### config.mk
export PLATFORM = sky130hd
export DESIGN_NAME = mips_multicycle_ctrl
export DESIGN_NICKNAME = d
export VERILOG_FILES = /design/src/rtl/mips_ctrl_pkg.sv /design/src/rtl/mem_wait_timer.sv /design/src/rtl/mips_multicycle_ctrl.sv
export SDC_FILE = /design/constraint.sdc
export NUM_CORES = 1
export LEC_CHECK = 0
export CORE_ASPECT_RATIO = 1.5
export CORE_UTILIZATION = 35
export CTS_CLUSTER_DIAMETER = 80
export DETAILED_ROUTE_END_ITERATION = 12
export PLACE_DENSITY = 0.62
export SYNTH_ARGS = -nofsm -noshare
export SYNTH_HDL_FRONTEND = slang
export SYNTH_HIERARCHICAL = 1
export SYNTH_SLANG_ARGS = --single-unit
### constraint.sdc
create_clock -name clk -period 5.7 [get_ports clk]
set_clock_uncertainty 0.1 [all_clocks]
set_input_delay 0.57 -clock clk [delete_from_list [all_inputs] [get_ports clk]]
set_output_delay 0.57 -clock clk [all_outputs]
set_load 0.05 [all_outputs]
### src/rtl/mips_ctrl_pkg.sv
// Shared encodings for the multicycle MIPS control unit: opcodes, states,
// ALU operation codes, mux select values and the control bundle.
package mips_ctrl_pkg;

  localparam logic [5:0] OP_RTYPE = 6'b000000;
  localparam logic [5:0] OP_LW    = 6'b100011;
  localparam logic [5:0] OP_SW    = 6'b101011;
  localparam logic [5:0] OP_BEQ   = 6'b000100;
  localparam logic [5:0] OP_J     = 6'b000010;
  localparam logic [5:0] OP_ADDI  = 6'b001000;

  localparam logic [1:0] ALUOP_ADD   = 2'b00;
  localparam logic [1:0] ALUOP_SUB   = 2'b01;
  localparam logic [1:0] ALUOP_FUNCT = 2'b10;

  localparam logic [1:0] SRCB_REG    = 2'b00;
  localparam logic [1:0] SRCB_FOUR   = 2'b01;
  localparam logic [1:0] SRCB_IMM    = 2'b10;
  localparam logic [1:0] SRCB_BROFF  = 2'b11;

  localparam logic [1:0] PCSRC_ALU    = 2'b00;
  localparam logic [1:0] PCSRC_ALUOUT = 2'b01;
  localparam logic [1:0] PCSRC_JUMP   = 2'b10;

  typedef enum logic [3:0] {
    S_FETCH  = 4'd0,
    S_DECODE = 4'd1,
    S_MEMADR = 4'd2,
    S_MEMRD  = 4'd3,
    S_MEMWB  = 4'd4,
    S_MEMWR  = 4'd5,
    S_EXEC   = 4'd6,
    S_ALUWB  = 4'd7,
    S_BRANCH = 4'd8,
    S_JUMP   = 4'd9,
    S_ADDIEX = 4'd10,
    S_ADDIWB = 4'd11
  } state_t;

  typedef struct packed {
    logic       pc_en;
    logic       ir_write;
    logic       reg_write;
    logic       mem_read;
    logic       mem_write;
    logic       iord;
    logic       reg_dst;
    logic       mem_to_reg;
    logic       alu_src_a;
    logic [1:0] alu_src_b;
    logic [1:0] alu_op;
    logic [1:0] pc_src;
    logic       instr_done;
    logic       illegal_op;
    logic       mem_err;
  } ctrl_t;

  // States that wait on mem_ready and are therefore guarded by the timer
  function automatic logic is_mem_state(input state_t s);
    return (s == S_FETCH) || (s == S_MEMRD) || (s == S_MEMWR);
  endfunction

endpackage

### src/rtl/mem_wait_timer.sv
// Counts cycles spent in a memory state without mem_ready; flags expiry.
module mem_wait_timer #(
  parameter int unsigned MEM_WAIT_MAX = 15
) (
  input  logic clk,
  input  logic reset,
  input  logic clear,
  input  logic enable,
  input  logic ready,
  output logic expired
);

  localparam int unsigned CW = (MEM_WAIT_MAX < 2) ? 1 : $clog2(MEM_WAIT_MAX + 1);

  logic [CW-1:0] r_count;

  // Wait counter: cleared on state entry/abort, advances while memory stalls
  always_ff @(posedge clk or negedge reset) begin
    if (!reset) begin
      r_count <= '0;
    end else if (clear) begin
      r_count <= '0;
    end else if (enable && !ready && !expired) begin
      r_count <= r_count + CW'(1);
    end
  end

  assign expired = (r_count == CW'(MEM_WAIT_MAX));

endmodule

### src/rtl/mips_multicycle_ctrl.sv
// Multicycle MIPS control FSM with memory wait timeout and retire counter.
module mips_multicycle_ctrl
  import mips_ctrl_pkg::*;
#(
  parameter int unsigned MEM_WAIT_MAX = 15
) (
  input  logic        clk,
  input  logic        reset,
  input  logic [5:0]  opcode,
  input  logic        zero,
  input  logic        mem_ready,
  output logic        pc_en,
  output logic        ir_write,
  output logic        reg_write,
  output logic        mem_read,
  output logic        mem_write,
  output logic        iord,
  output logic        reg_dst,
  output logic        mem_to_reg,
  output logic        alu_src_a,
  output logic [1:0]  alu_src_b,
  output logic [1:0]  alu_op,
  output logic [1:0]  pc_src,
  output logic [3:0]  state,
  output logic        instr_done,
  output logic        illegal_op,
  output logic        mem_err,
  output logic [31:0] instr_count
);

  state_t      r_state;
  state_t      w_next;
  ctrl_t       w_ctrl;
  logic [5:0]  r_opcode;
  logic [31:0] r_instr_count;
  logic        w_expired;
  logic        w_wait_en;
  logic        w_abort;
  logic        w_timer_clear;

  assign w_wait_en     = is_mem_state(r_state);
  assign w_abort       = w_wait_en && w_expired && !mem_ready;
  assign w_timer_clear = (w_next != r_state) || w_abort;

  mem_wait_timer #(
    .MEM_WAIT_MAX(MEM_WAIT_MAX)
  ) u_timer (
    .clk     (clk),
    .reset   (reset),
    .clear   (w_timer_clear),
    .enable  (w_wait_en),
    .ready   (mem_ready),
    .expired (w_expired)
  );

  // State register
  always_ff @(posedge clk or negedge reset) begin
    if (!reset) begin
      r_state <= S_FETCH;
    end else begin
      r_state <= w_next;
    end
  end

  // Opcode captured in DECODE so later states do not depend on the live bus
  always_ff @(posedge clk or negedge reset) begin
    if (!reset) begin
      r_opcode <= '0;
    end else if (r_state == S_DECODE) begin
      r_opcode <= opcode;
    end
  end

  // Next-state and control decode
  always_comb begin
    w_next = r_state;
    w_ctrl = '0;
    case (r_state)
      S_FETCH: begin
        w_ctrl.mem_read  = 1'b1;
        w_ctrl.alu_src_b = SRCB_FOUR;
        if (mem_ready) begin
          w_ctrl.ir_write = 1'b1;
          w_ctrl.pc_en    = 1'b1;
          w_next          = S_DECODE;
        end else if (w_expired) begin
          w_ctrl.mem_err = 1'b1;
          w_next         = S_FETCH;
        end
      end
      S_DECODE: begin
        w_ctrl.alu_src_b = SRCB_BROFF;
        case (opcode)
          OP_RTYPE:     w_next = S_EXEC;
          OP_LW, OP_SW: w_next = S_MEMADR;
          OP_BEQ:       w_next = S_BRANCH;
          OP_J:         w_next = S_JUMP;
          OP_ADDI:      w_next = S_ADDIEX;
          default: begin
            w_ctrl.illegal_op = 1'b1;
            w_next            = S_FETCH;
          end
        endcase
      end
      S_MEMADR: begin
        w_ctrl.alu_src_a = 1'b1;
        w_ctrl.alu_src_b = SRCB_IMM;
        w_next           = (r_opcode == OP_LW) ? S_MEMRD : S_MEMWR;
      end
      S_MEMRD: begin
        w_ctrl.iord     = 1'b1;
        w_ctrl.mem_read = 1'b1;
        if (mem_ready) begin
          w_next = S_MEMWB;
        end else if (w_expired) begin
          w_ctrl.mem_err = 1'b1;
          w_next         = S_FETCH;
        end
      end
      S_MEMWB: begin
        w_ctrl.mem_to_reg = 1'b1;
        w_ctrl.reg_write  = 1'b1;
        w_ctrl.instr_done = 1'b1;
        w_next            = S_FETCH;
      end
      S_MEMWR: begin
        w_ctrl.iord      = 1'b1;
        w_ctrl.mem_write = 1'b1;
        if (mem_ready) begin
          w_ctrl.instr_done = 1'b1;
          w_next            = S_FETCH;
        end else if (w_expired) begin
          w_ctrl.mem_err = 1'b1;
          w_next         = S_FETCH;
        end
      end
      S_EXEC: begin
        w_ctrl.alu_src_a = 1'b1;
        w_ctrl.alu_op    = ALUOP_FUNCT;
        w_next           = S_ALUWB;
      end
      S_ALUWB: begin
        w_ctrl.reg_dst    = 1'b1;
        w_ctrl.reg_write  = 1'b1;
        w_ctrl.instr_done = 1'b1;
        w_next            = S_FETCH;
      end
      S_BRANCH: begin
        w_ctrl.alu_src_a  = 1'b1;
        w_ctrl.alu_op     = ALUOP_SUB;
        w_ctrl.pc_src     = PCSRC_ALUOUT;
        w_ctrl.pc_en      = zero;
        w_ctrl.instr_done = 1'b1;
        w_next            = S_FETCH;
      end
      S_JUMP: begin
        w_ctrl.pc_src     = PCSRC_JUMP;
        w_ctrl.pc_en      = 1'b1;
        w_ctrl.instr_done = 1'b1;
        w_next            = S_FETCH;
      end
      S_ADDIEX: begin
        w_ctrl.alu_src_a = 1'b1;
        w_ctrl.alu_src_b = SRCB_IMM;
        w_next           = S_ADDIWB;
      end
      S_ADDIWB: begin
        w_ctrl.reg_write  = 1'b1;
        w_ctrl.instr_done = 1'b1;
        w_next            = S_FETCH;
      end
      default: begin
        w_next = S_FETCH;
      end
    endcase
  end

  // Retired-instruction counter, wraps naturally at 32 bits
  always_ff @(posedge clk or negedge reset) begin
    if (!reset) begin
      r_instr_count <= '0;
    end else if (w_ctrl.instr_done) begin
      r_instr_count <= r_instr_count + 32'(1);
    end
  end

  // Strobes and pulses are forced low while reset is held
  assign pc_en       = w_ctrl.pc_en      && reset;
  assign ir_write    = w_ctrl.ir_write   && reset;
  assign reg_write   = w_ctrl.reg_write  && reset;
  assign mem_read    = w_ctrl.mem_read   && reset;
  assign mem_write   = w_ctrl.mem_write  && reset;
  assign instr_done  = w_ctrl.instr_done && reset;
  assign illegal_op  = w_ctrl.illegal_op && reset;
  assign mem_err     = w_ctrl.mem_err    && reset;
  assign iord        = w_ctrl.iord;
  assign reg_dst     = w_ctrl.reg_dst;
  assign mem_to_reg  = w_ctrl.mem_to_reg;
  assign alu_src_a   = w_ctrl.alu_src_a;
  assign alu_src_b   = w_ctrl.alu_src_b;
  assign alu_op      = w_ctrl.alu_op;
  assign pc_src      = w_ctrl.pc_src;
  assign state       = r_state;
  assign instr_count = r_instr_count;

endmodule

==> summary by stage, run 1 <==
Clock network
The setup fix buffers added after clock tree synthesis is 0. Counting along the longest clock path gives a buffer depth of 2. TritonCTS built the clock tree. The CTS buffer count is 5.

In this run, post-CTS hold repair placed 0 buffers. Clock-pin slew was measured on the worst setup and hold paths at approximately 0.09 ns. The quantity of gates resized following cts is 0.

At the later pin of the worst-skew pair, clock insertion delay measures about 0.3 ns. CTS saw 46 sinks. The H-tree was split into 2 levels. Clock tree synthesis selected as its root buffer the cell clkbuf_8.

Floorplan
Measured along the x axis, the die boundary spans between 70 and 80 um. The starting density of the core is between 30 and 40%. The placeable core area is 7230 sq um. The count of boundary I/O pins is 64. Measured along the y axis, the die boundary spans ~110 um. In this run the core area contains 38 standard-cell rows.

The area of the die is approximately 8000 sq um.

Synth
The yosys synthesis warning count is 6. Sequential elements use between 40% and 50% of the synthesized area. In this run, distinct cell masters in the synthesized netlist total between 40 and 50.

The most common flop cell mapped by yosys is dfrtp_1. The top cell type by area accounts for between 40% and 50% of the synthesized area. The async set-reset flop share out of synthesis is between 90% and 100%. In the post-synthesis netlist, the biggest area contributors are dfrtp_1 44%, xnor2_1 8.7%, nand2_1 5.0%, and3_1 4.1%, nand3_1 3.1%. Each instance of the synthesized netlist takes up on average 9.35 sq um. When the netlist entered floorplanning its net count stood at 292. The number of flops mapped to enable cells by yosys is 0. Counting flops and latches in the post-synthesis netlist gives 46. The cell count after synthesis came out at 280. Summing every instance area after synthesis gives around 2600 sq um.

The largest total area in the synthesized netlist belongs to dfrtp_1.

Setup path
The startpoint of the worst-slack reg-to-reg timing path is state[0]. STA classifies the critical path endpoint as an output port. The slowest stage of the critical path belongs to the cell dfrtp_1.

The critical path goes through nor2b_1 -> o21ai_0 -> a21oi_1 -> and4b_1 -> clkdlybuf4s50_1. The kind of critical path is register to output port. The worst-path maximum fanout is 26.

The worst reg2reg path endpoint is instr_count[29]. The arrival time of data at the critical path endpoint is around 2.9 ns. The setup slack on the worst flop-to-flop path is 2.79 ns. The count of buffer and inverter cells on the critical path is 1. The kind of start point of the critical path is a register. The delay of the slowest critical-path stage is 0.88 ns. For the worst setup path, the data required time is approximately 5.0 ns. The cell count of the worst reg-to-reg path is 5.

On the critical path the largest part of the delay comes from flip-flops.

Timing
Setup repair after global routing left no endpoint under its margin. Based on the critical path, the design can be clocked at up to between 0.2 and 0.3 GHz. The minimum period implied by the final worst setup slack is approximately 3.5 ns. The worst-margin pin slew is about 1.1 ns.

The total count of hold-check failures in the final report is 0. The fraction of the cycle the final worst path needs is 62.0%. The final-report max-slew violation count was 0. Measured against its own limit, the worst slew margin works out to approximately 25%.

Setup violations remaining at the end of the flow were counted as 0. The worst-case setup margin in the final layout is 2.16 ns. The smallest hold slack is between 0.1 and 0.15 ns. The setup TNS is 0 ns.

Detailed routing
In this run, the number of DRC markers left after iteration 0 of detailed routing was 120. The total number of vias is between 2000 and 2500. The count of nets left with antenna violations once routing finished came out at 0. After detailed routing, the average wire length per cell comes to 14.2 um.

For this block, the routed nets add up to 6160 um of wire. The DRC violation count after routing is 0. The first detailed-routing pass ran for 4 iterations.

The number of vias per cell is 5.11.

Cells and area
The footprint of the multi-input gates is around 1300 sq um. The non-filler instance count after layout is about 430. The library cells used most frequently in the layout, excluding fill and tap cells, are 62 x clkdlybuf4s50_1, 46 x dfrtp_1, 35 x nand2_1. The sequential cell area in the final layout is between 1000 and 1500 sq um. The filler cells instantiated in the layout total roughly 740.

The fraction of the core area covered by cells at the end of the flow is between 40% and 50%. The share of post-route cells with drive strength above 1 is 4.80%. The number of antenna cells inserted is 0. In the final design database the tool counted 344 nets. The synthesis-to-layout area growth is 28.2%. The library cell used most frequently in the layout, excluding fill and tap cells, is clkdlybuf4s50_1. Summing all non-filler instances in the final layout gives an area of 3360 sq um.

Outcome
The flow ran to the end, and the final reports show no timing, DRC or antenna violations.

Global routing
The number of antenna violations at the first check in global routing is 0. Entering global routing, the biggest net connects 31 pins. The via count of the first global-routing pass is just over 2000. The remaining global-route overflow is 0. The total track usage is ~16%.

The first global-routing pass estimated 10100 um of wire.

Pwr
The maximum resistive drop on vdd is 0.123 mV. Dividing total power by cell area gives a power density of 236 nW/um^2. In this run the static leakage power is 1.43 nW. Power comes to just under 800 uW.

Hold path
The kind of path behind the tightest hold check is primary input to asynchronous set/reset pin.

Flow run
The max-capacitance violation count is 0.

Placed design
The worst-case setup slack after placement is between 2 and 2.5 ns. The wire-length estimate of the detail-placed layout is 4510 um. The cell area after placement is 3270 sq um.

Routability-driven placement finished with a final weighted congestion of slightly below 0.8. The count of buffers added on input and output ports is 63. The total instance count after detailed placement is between 400 and 500.
-- flip-flops by register name, indices dropped and copies added (netlist names) --
name and cells:
state 4, r_opcode 6, u_timer/r_count 4, instr_count 32
-- layout make-up --
type                    instances  area share [%]
clock buffers                   6            2.16
clock inverters                 2           0.410
inverters                       5           0.559
multi-input cells             210            40.0
flip-flops and latches         46            34.3
well taps                     100            3.73
repair buffers                 64            18.9
-- cell families (layout without fill, tap and decap cells) --
logic type | count (synthesis) | count (layout) | synth area share [%]
and+or+nand+nor | 132 | 132 | 28.1
DFF | 46 | 46 | 44.0
AOI/OAI and AO/OA | 42 | 42 | 10.8
xor gates and xnor gates | 33 | 33 | 11.0
buffers and inverters | 24 | 77 | 4.78
adders and majority gates | 2 | 2 | 0.956
muxes | 1 | 1 | 0.430
-- metal layers --
metal  up-vias  wire [um]  GRT usage [%]
met1      1074       2900           22.7
met3         6        209           3.00
met5         -          0              0
met4         0         74           4.62
li1       1090          -              -
met2        42       2980           26.2
-- power by group --
part           total [mW]  internal (mW)  switching, mW
sequential          0.390          0.353         0.0370
combinational       0.205         0.0755          0.130
clock               0.199         0.0867          0.112
-- cells in the mapped netlist, types with 2 or more instances --
cell type  count
a21oi_1       13
a31oi_1        2
and3_1        17
and4_1         2
buf_2          4
buf_4          6
clkbuf_1       8
dfrtp_1       46
ha_1           2
inv_1          5
nand2_1       35
nand2b_1       5
nand3_1       16
nand4_1       10
nand4b_1       2
nor2_1        15
nor2b_1        6
nor3_1         7
nor3b_1        3
nor4b_1        2
o21a_1         3
o21ai_0        6
o21ai_1        2
o221ai_1       2
o311ai_1       2
o32a_1         2
o41ai_1        3
or3_1          3
or3b_1         2
xnor2_1       26
xor2_1         7
-- worst max path at each step --
stage / startpoint / endpoint / slack (ns) / cells after the start
after global placement: mem_ready / instr_done / 2.36 / 5
final: state[2] / mem_err / 2.16 / 5
after detailed placement: mem_ready / instr_done / 2.32 / 5
after floorplan: state[2] / reg_write / 2.16 / 4
after global routing: state[2] / mem_err / 1.96 / 5
after CTS: state[2] / mem_err / 2.15 / 5
No activity file was read; power rests on OpenSTA's default activity.
==> run 2, diff against run 1 <==
clock period = 3.3 ns   (was 5.7 ns; I/O delays follow)
==> summary by stage, run 2 (synthesis results as in run 1) <==
Cells and area
The library cell used most frequently in the layout, excluding fill and tap cells, is clkdlybuf4s50_1. The flip-flop count of the largest register, all copies and words added is 32 (unchanged). Leaving out fill and tap cells, the most frequent cells in the layout are 62 x clkdlybuf4s50_1, 46 x dfrtp_1, 35 x nand2_1.

The number of nets at the end of the flow came to 352 (+2.3%). The fraction of the core area covered by cells at the end of the flow is 47.7% (+1.2 points). The area growth from synthesis to layout is 31.6%.

The share of post-route cells with drive strength above 1 is 7.04% (+2.2 points). The number of antenna cells inserted is 0 (unchanged).

Timing
The total count of hold-check failures in the final report is 0 (unchanged). The worst-case setup margin in the final layout is 0.278 ns (-1.89 ns). Setup repair after global routing left no endpoint under its margin. The max-slew headroom at the worst pin came to 57.9% (+33 points). The minimum period implied by the final worst setup slack is approximately 3.0 ns. The final critical path takes up around nine tenths of the cycle. For this run, the top clock speed supported by timing is about 0.33 GHz.

The smallest hold slack is 0.358 ns (+0.232 ns). The setup TNS came to 0 ns (unchanged). The final number of setup-violating endpoints is 0 (unchanged). The worst-margin pin slew is 0.632 ns (-0.481 ns). The final-report max-slew violation count is 0 (unchanged).

Clock network
TritonCTS built the clock tree. The root cell of the clock tree is clkbuf_8. The number of buffers on the longest clock path is 2 (unchanged). The CTS buffer count is 5 (unchanged). The clock network latency to the later pin of the worst-skew pair is 0.30 ns (about the same). The H-tree depth is 2 (unchanged). The setup fix buffers added after clock tree synthesis is 0 (unchanged). The clock-pin slew on the worst setup and hold paths was 0.09 ns (about the same). The clock net sink count is 46 (unchanged).

Floorplan
The area of the die was 7840 sq um (unchanged). The count of boundary I/O pins came to 64 (unchanged). The starting density of the core was 36.2% (unchanged).

The placeable core area is 7230 sq um (unchanged). The die span in y is 108 um (unchanged). The die outline width is 72.6 um (unchanged). The number of core rows is 38 (unchanged).

Setup path
The data required time of the critical path is 2.87 ns (-2.16 ns). The arrival time of data at the critical path endpoint is 2.59 ns (-0.28 ns). Traced cell by cell, the critical path runs through dlygate4sd3_1 -> buf_2 -> inv_1 -> or3_1 -> a21oi_1 -> clkdlybuf4s50_1. The worst-path maximum fanout came to 13 (-50%). The kind of start point of the critical path is a primary input. The library cell contributing the largest single delay on the critical path is clkdlybuf4s50_1. The kind of critical path is primary input to output port. The delay of the slowest critical-path stage is 0.82 ns (-0.06 ns). The worst setup path is captured at an output port.

Detailed routing
The iteration-0 DRC count of the detailed router came to 126 (+5.0%). The count of nets left with antenna violations after detail routing is 0 (unchanged). The final wirelength came to 6270 um (+1.8%).

The routed length per placed instance was 14.2 um (about the same). The number of vias per cell came to 5.03 (-1.5%). The total number of vias is 2220 (+0.36%). The number of detailed-route iterations in the first pass is 4 (unchanged).

The DRC violation count after routing came to 0 (unchanged).

Pwr
The post-route total power is 1.47 mW (+85%). The total power per unit cell area is 427 nW/um^2 (+81%). The static leakage was 1.48 nW (+3.7%). The maximum resistive drop on vdd was 0.287 mV (+130%).

Placed design
The last weighted congestion value of the routability-driven placer came to 0.807 (+3.2%). The final HPWL from detailed placement came to 4600 um (+2.1%). The worst-case setup slack after placement came to 0.563 ns (-1.76 ns). The count of input and output buffers was 63 (unchanged).

Global routing
The number of antenna violations at the first check in global routing is 0 (unchanged). The first-pass GRT wire length is 10300 um (+1.6%). The total track usage was 16.9% (+0.41 points).

The remaining global-route overflow is 0 (unchanged). The pin count of the biggest net entering global routing is 29 (-6.5%). The via count of the first global-routing pass is 2030 (-1.0%).

Outcome
The flow ran to the end, and the final reports show no timing, DRC or antenna violations.

Flow run
The max-capacitance violation count is 0 (unchanged).

Hold path
The path class of the tightest hold or removal check is primary input to asynchronous set/reset pin.
## run 2: changes by cell type in the layout (fill, tap and decap cells not counted), sizes merged
| cell | previous run | this run |
|---|---|---|
| inv | 5 | 6 |
| bufinv | 0 | 1 |
| clkinv | 2 | 1 |
| dlygate4sd3 | 0 | 1 |
| buf | 2 | 9 |
| clkbuf | 6 | 5 |
## run 2: report_power, final
part	total (mW)	internal, mW	leakage, nW	switching, mW
clock	0.429	0.227	0.0585	0.201
sequential	0.665	0.610	0.627	0.0550
combinational	0.377	0.139	0.797	0.238
total	1.47	0.976	1.48	0.494
## run 2: worst max-delay path, delay by kind of cell
| family | cells | cell delay, ns |
|---|---|---|
| AOI/OAI and AO/OA | 1 | 0.13 |
| and+or+nand+nor | 1 | 0.35 |
| buffers and inverters | 4 | 1.78 |
## run 2: repair_timing
action                    CTS  global route
hold endpoints to repair    7             0
gates resized for setup     0             0
hold buffers                1             0
## run 2: layout make-up
type | instances | area (sq um)
fill | 734 | 3780
clock inverter | 3 | 43.8
multi-input combinational | 210 | 1340
inverter | 5 | 18.8
sequential | 46 | 1150
clock buffer | 5 | 68.8
timing repair buffer | 72 | 696
tap | 100 | 125
## run 2: path summary, 6_finish.rpt
path,start,to,slack [ns],depth (start not counted)
worst max-delay path,reset,pc_en,0.28,6
max in group asynchronous,reset,state[2],2.07,3
min in group clk,instr_count[31],instr_count[31],0.38,1
worst min register to register,instr_count[31],instr_count[31],0.38,1
worst min-delay path,reset,r_opcode[1],0.36,2
worst max register to register,state[1],u_timer/r_count[3],0.60,7
## run 2: layer usage
| layer | wire length (um) | track usage [%] |
|---|---|---|
| met1 | 2880 | 22.8 |
| met2 | 2990 | 26.8 |
| met3 | 287 | 3.18 |
| met4 | 118 | 6.02 |
| met5 | 0 | 0 |
## run 2: metrics by stage
stage / cells / cell area [sq um]
after global routing: 441 / 3440
after detailed placement: 432 / 3320
after CTS: 441 / 3440
after global placement: 432 / 3320
after floorplan: 280 / 2620
final: 441 / 3440
==> run 3, diff against run 2 <==
CELL_PAD_IN_SITES_DETAIL_PLACEMENT = 0   (was unset)
CELL_PAD_IN_SITES_GLOBAL_PLACEMENT = 1   (was unset)
PLACE_DENSITY = 0.78   (was 0.62)
SKIP_LAST_GASP = 1   (was unset)
==> summary by stage, run 3 (synthesis results as in run 1) <==
Clock network
The number of buffers on the longest clock path is 2 (unchanged). The setup fix buffers added after clock tree synthesis came to 0 (unchanged). The quantity of gates resized following cts came to 0 (unchanged). The clock-pin slew on the worst setup and hold paths is 0.08 ns (about the same). The clock net sink count is 46 (unchanged). The root cell of the clock tree is clkbuf_8.

The H-tree depth is 2 (unchanged). The CTS tree is yes. The CTS buffer count is 5 (unchanged).

The number of buffers added to fix hold violations after cts is 0 (-1). The clock network latency to the later pin of the worst-skew pair was 0.29 ns (about the same).

Pwr
The sequential power share was 48.6% (+3.4 points). The total power per unit cell area is 403 nW/um^2 (-5.6%). The cell-internal power was 889 uW (-8.9%). The maximum resistive drop on vdd is 0.172 mV (-40%). The switching power is 480 uW (-2.9%). The switching fraction of total power is 35.0% (+1.4 points). The logic gate share of total power is 27.7% (+2.1 points). The static leakage is 1.47 nW (-1.1%). The clock share of power is 23.6% (-5.6 points).

Detailed routing
The count of nets left with antenna violations after detail routing came to 0 (unchanged). The total number of vias was 2297 (+3.5%). The iteration-0 DRC count of the detailed router is 174 (+38%). The number of detailed-route iterations in the first pass is 4 (unchanged).

The final wirelength is 6620 um (+5.5%). The DRC violation count after routing was 0 (unchanged). The number of vias per cell came to 5.23 (+3.9%).

The routed length per placed instance is 15.1 um (+6.0%).

Hold path
The kind of path behind the tightest hold check is primary input to asynchronous set/reset pin.

Timing
The setup TNS is 0 ns (unchanged). The minimum period implied by the final worst setup slack is 3.00 ns (-0.0237 ns). The worst-margin pin slew is 0.693 ns (+0.0605 ns). The final-report max-slew violation count was 0 (unchanged). Setup repair after global routing left no endpoint under its margin.

The max-slew headroom at the worst pin is 53.8% (-4.0 points). The smallest hold slack is 0.0600 ns (-0.298 ns). The fraction of the cycle the final worst path needs is 90.9% (-0.72 points). The fmax came to 0.333 GHz (+0.79%). The worst-case setup margin in the final layout was 0.301 ns (+0.0237 ns). The final number of setup-violating endpoints is 0 (unchanged).

The total count of hold-check failures in the final report came to 0 (unchanged).

Outcome
The run finished with clean final reports.

Setup path
The kind of critical path is register to output port. STA classifies the critical path endpoint as an output port. The data required time of the critical path was 2.87 ns (about the same). The signal on the critical path passes through nor4b_4 -> and3_1 -> clkdlybuf4s50_1. The worst-path maximum fanout is 19 (+6).

The arrival time of data at the critical path endpoint is 2.57 ns (-0.02 ns). The largest individual stage delay along the critical path comes from the cell clkdlybuf4s50_1. The kind of start point of the critical path is a register. The delay of the slowest critical-path stage is 0.80 ns (-0.02 ns). The cell count of the worst reg-to-reg path is 6 (-1).

Global routing
The total track usage is 17.8% (+0.93 points). The via count of the first global-routing pass is 2233 (+10%). The pin count of the biggest net entering global routing came to 25 (-14%). The first-pass GRT wire length is 10900 um (+6.0%). The number of antenna violations at the first check in global routing came to 0 (unchanged). The remaining global-route overflow was 0 (unchanged).

Floorplan
The die outline width is 72.6 um (unchanged). The starting density of the core is 36.2% (unchanged). The count of boundary I/O pins is 64 (unchanged). The placeable core area is 7230 sq um (unchanged). The number of core rows came to 38 (unchanged).

The die span in y is 108 um (unchanged). The area of the die was 7840 sq um (unchanged).

Cells and area
The flip-flop count of the largest register, all copies and words added is 32 (unchanged). The number of nets at the end of the flow is 351 (-0.28%). The fraction of the core area covered by cells at the end of the flow is 47.0% (-0.64 points). The number of antenna cells inserted is 0 (unchanged). The synthesis-to-layout area growth is 29.8%. The share of post-route cells with drive strength above 1 is 7.08% (+0.042 points).

In the layout the commonest cells are 61 x clkdlybuf4s50_1, 46 x dfrtp_1, 35 x nand2_1. The library cell used most frequently in the layout, excluding fill and tap cells, is clkdlybuf4s50_1.

Placed design
The last weighted congestion value of the routability-driven placer is 0.884 (+9.6%). The count of input and output buffers came to 63 (unchanged). The worst-case setup slack after placement is 0.583 ns (+0.0192 ns). The final HPWL from detailed placement is 4920 um (+6.9%).

Flow run
The max-capacitance violation count is 0 (unchanged).
-- run 3: changes by cell type in the layout (fill, tap and decap cells not counted) --
cell	before	now
bufinv_16	1	0
buf_4	8	9
dlygate4sd3_1	1	0
inv_6	1	0
clkinv_2	1	2
clkdlybuf4s50_1	62	61
-- run 3: power by group through the flow --
stage	clock, mW	combinational, mW	sequential, mW
after global placement	0	0.377	0.675
after detailed placement	0	0.380	0.676
after floorplan	0	0.196	0.723
final	0.323	0.380	0.666
after global routing	0.356	0.411	0.674
after CTS	0.336	0.382	0.665
-- run 3: final timing paths --
path                                 startpoint                  to  slack, ns
worst min register to register  instr_count[31]     instr_count[31]       0.37
worst max register to register         state[1]  u_timer/r_count[2]       0.64
max in group asynchronous                 reset         r_opcode[5]       2.79
worst max-delay path                   state[3]          illegal_op       0.30
worst min-delay path                      reset     instr_count[25]       0.06
min in group clk                instr_count[31]     instr_count[31]       0.37
-- run 3: final cells by class --
type | count | area, sq um
well taps | 100 | 125
multi-input cells | 210 | 1340
fillers | 715 | 3830
repair buffers | 71 | 683
clock buffers | 5 | 68.8
clock inverters | 2 | 10.0
flip-flops and latches | 46 | 1150
inverters | 5 | 18.8
-- run 3: metrics by stage --
stage                     instance area [sq um]  std cells  power, mW
final                                      3400        439       1.37
after global routing                       3400        439       1.44
after CTS                                  3400        439       1.38
after detailed placement                   3320        432       1.06
after global placement                     3320        432       1.05
after floorplan                            2620        280      0.919
-- run 3: routing by layer --
| layer | global-route usage (%) | part of all wire (%) | vias up |
|---|---|---|---|
| met5 | 0 | 0 | - |
| met4 | 5.60 | 0.63 | 0 |
| met3 | 2.06 | 5.6 | 4 |
| met2 | 32.3 | 52 | 82 |
| met1 | 21.6 | 41 | 1108 |
| li1 | - | - | 1103 |
-- run 3: worst max-delay path, delay by kind of cell, from the launching register on --
| family | cells | cell delay (ns) |
|---|---|---|
| simple gates | 2 | 0.84 |
| flops | 1 | 0.64 |
| buf+inv | 1 | 0.80 |
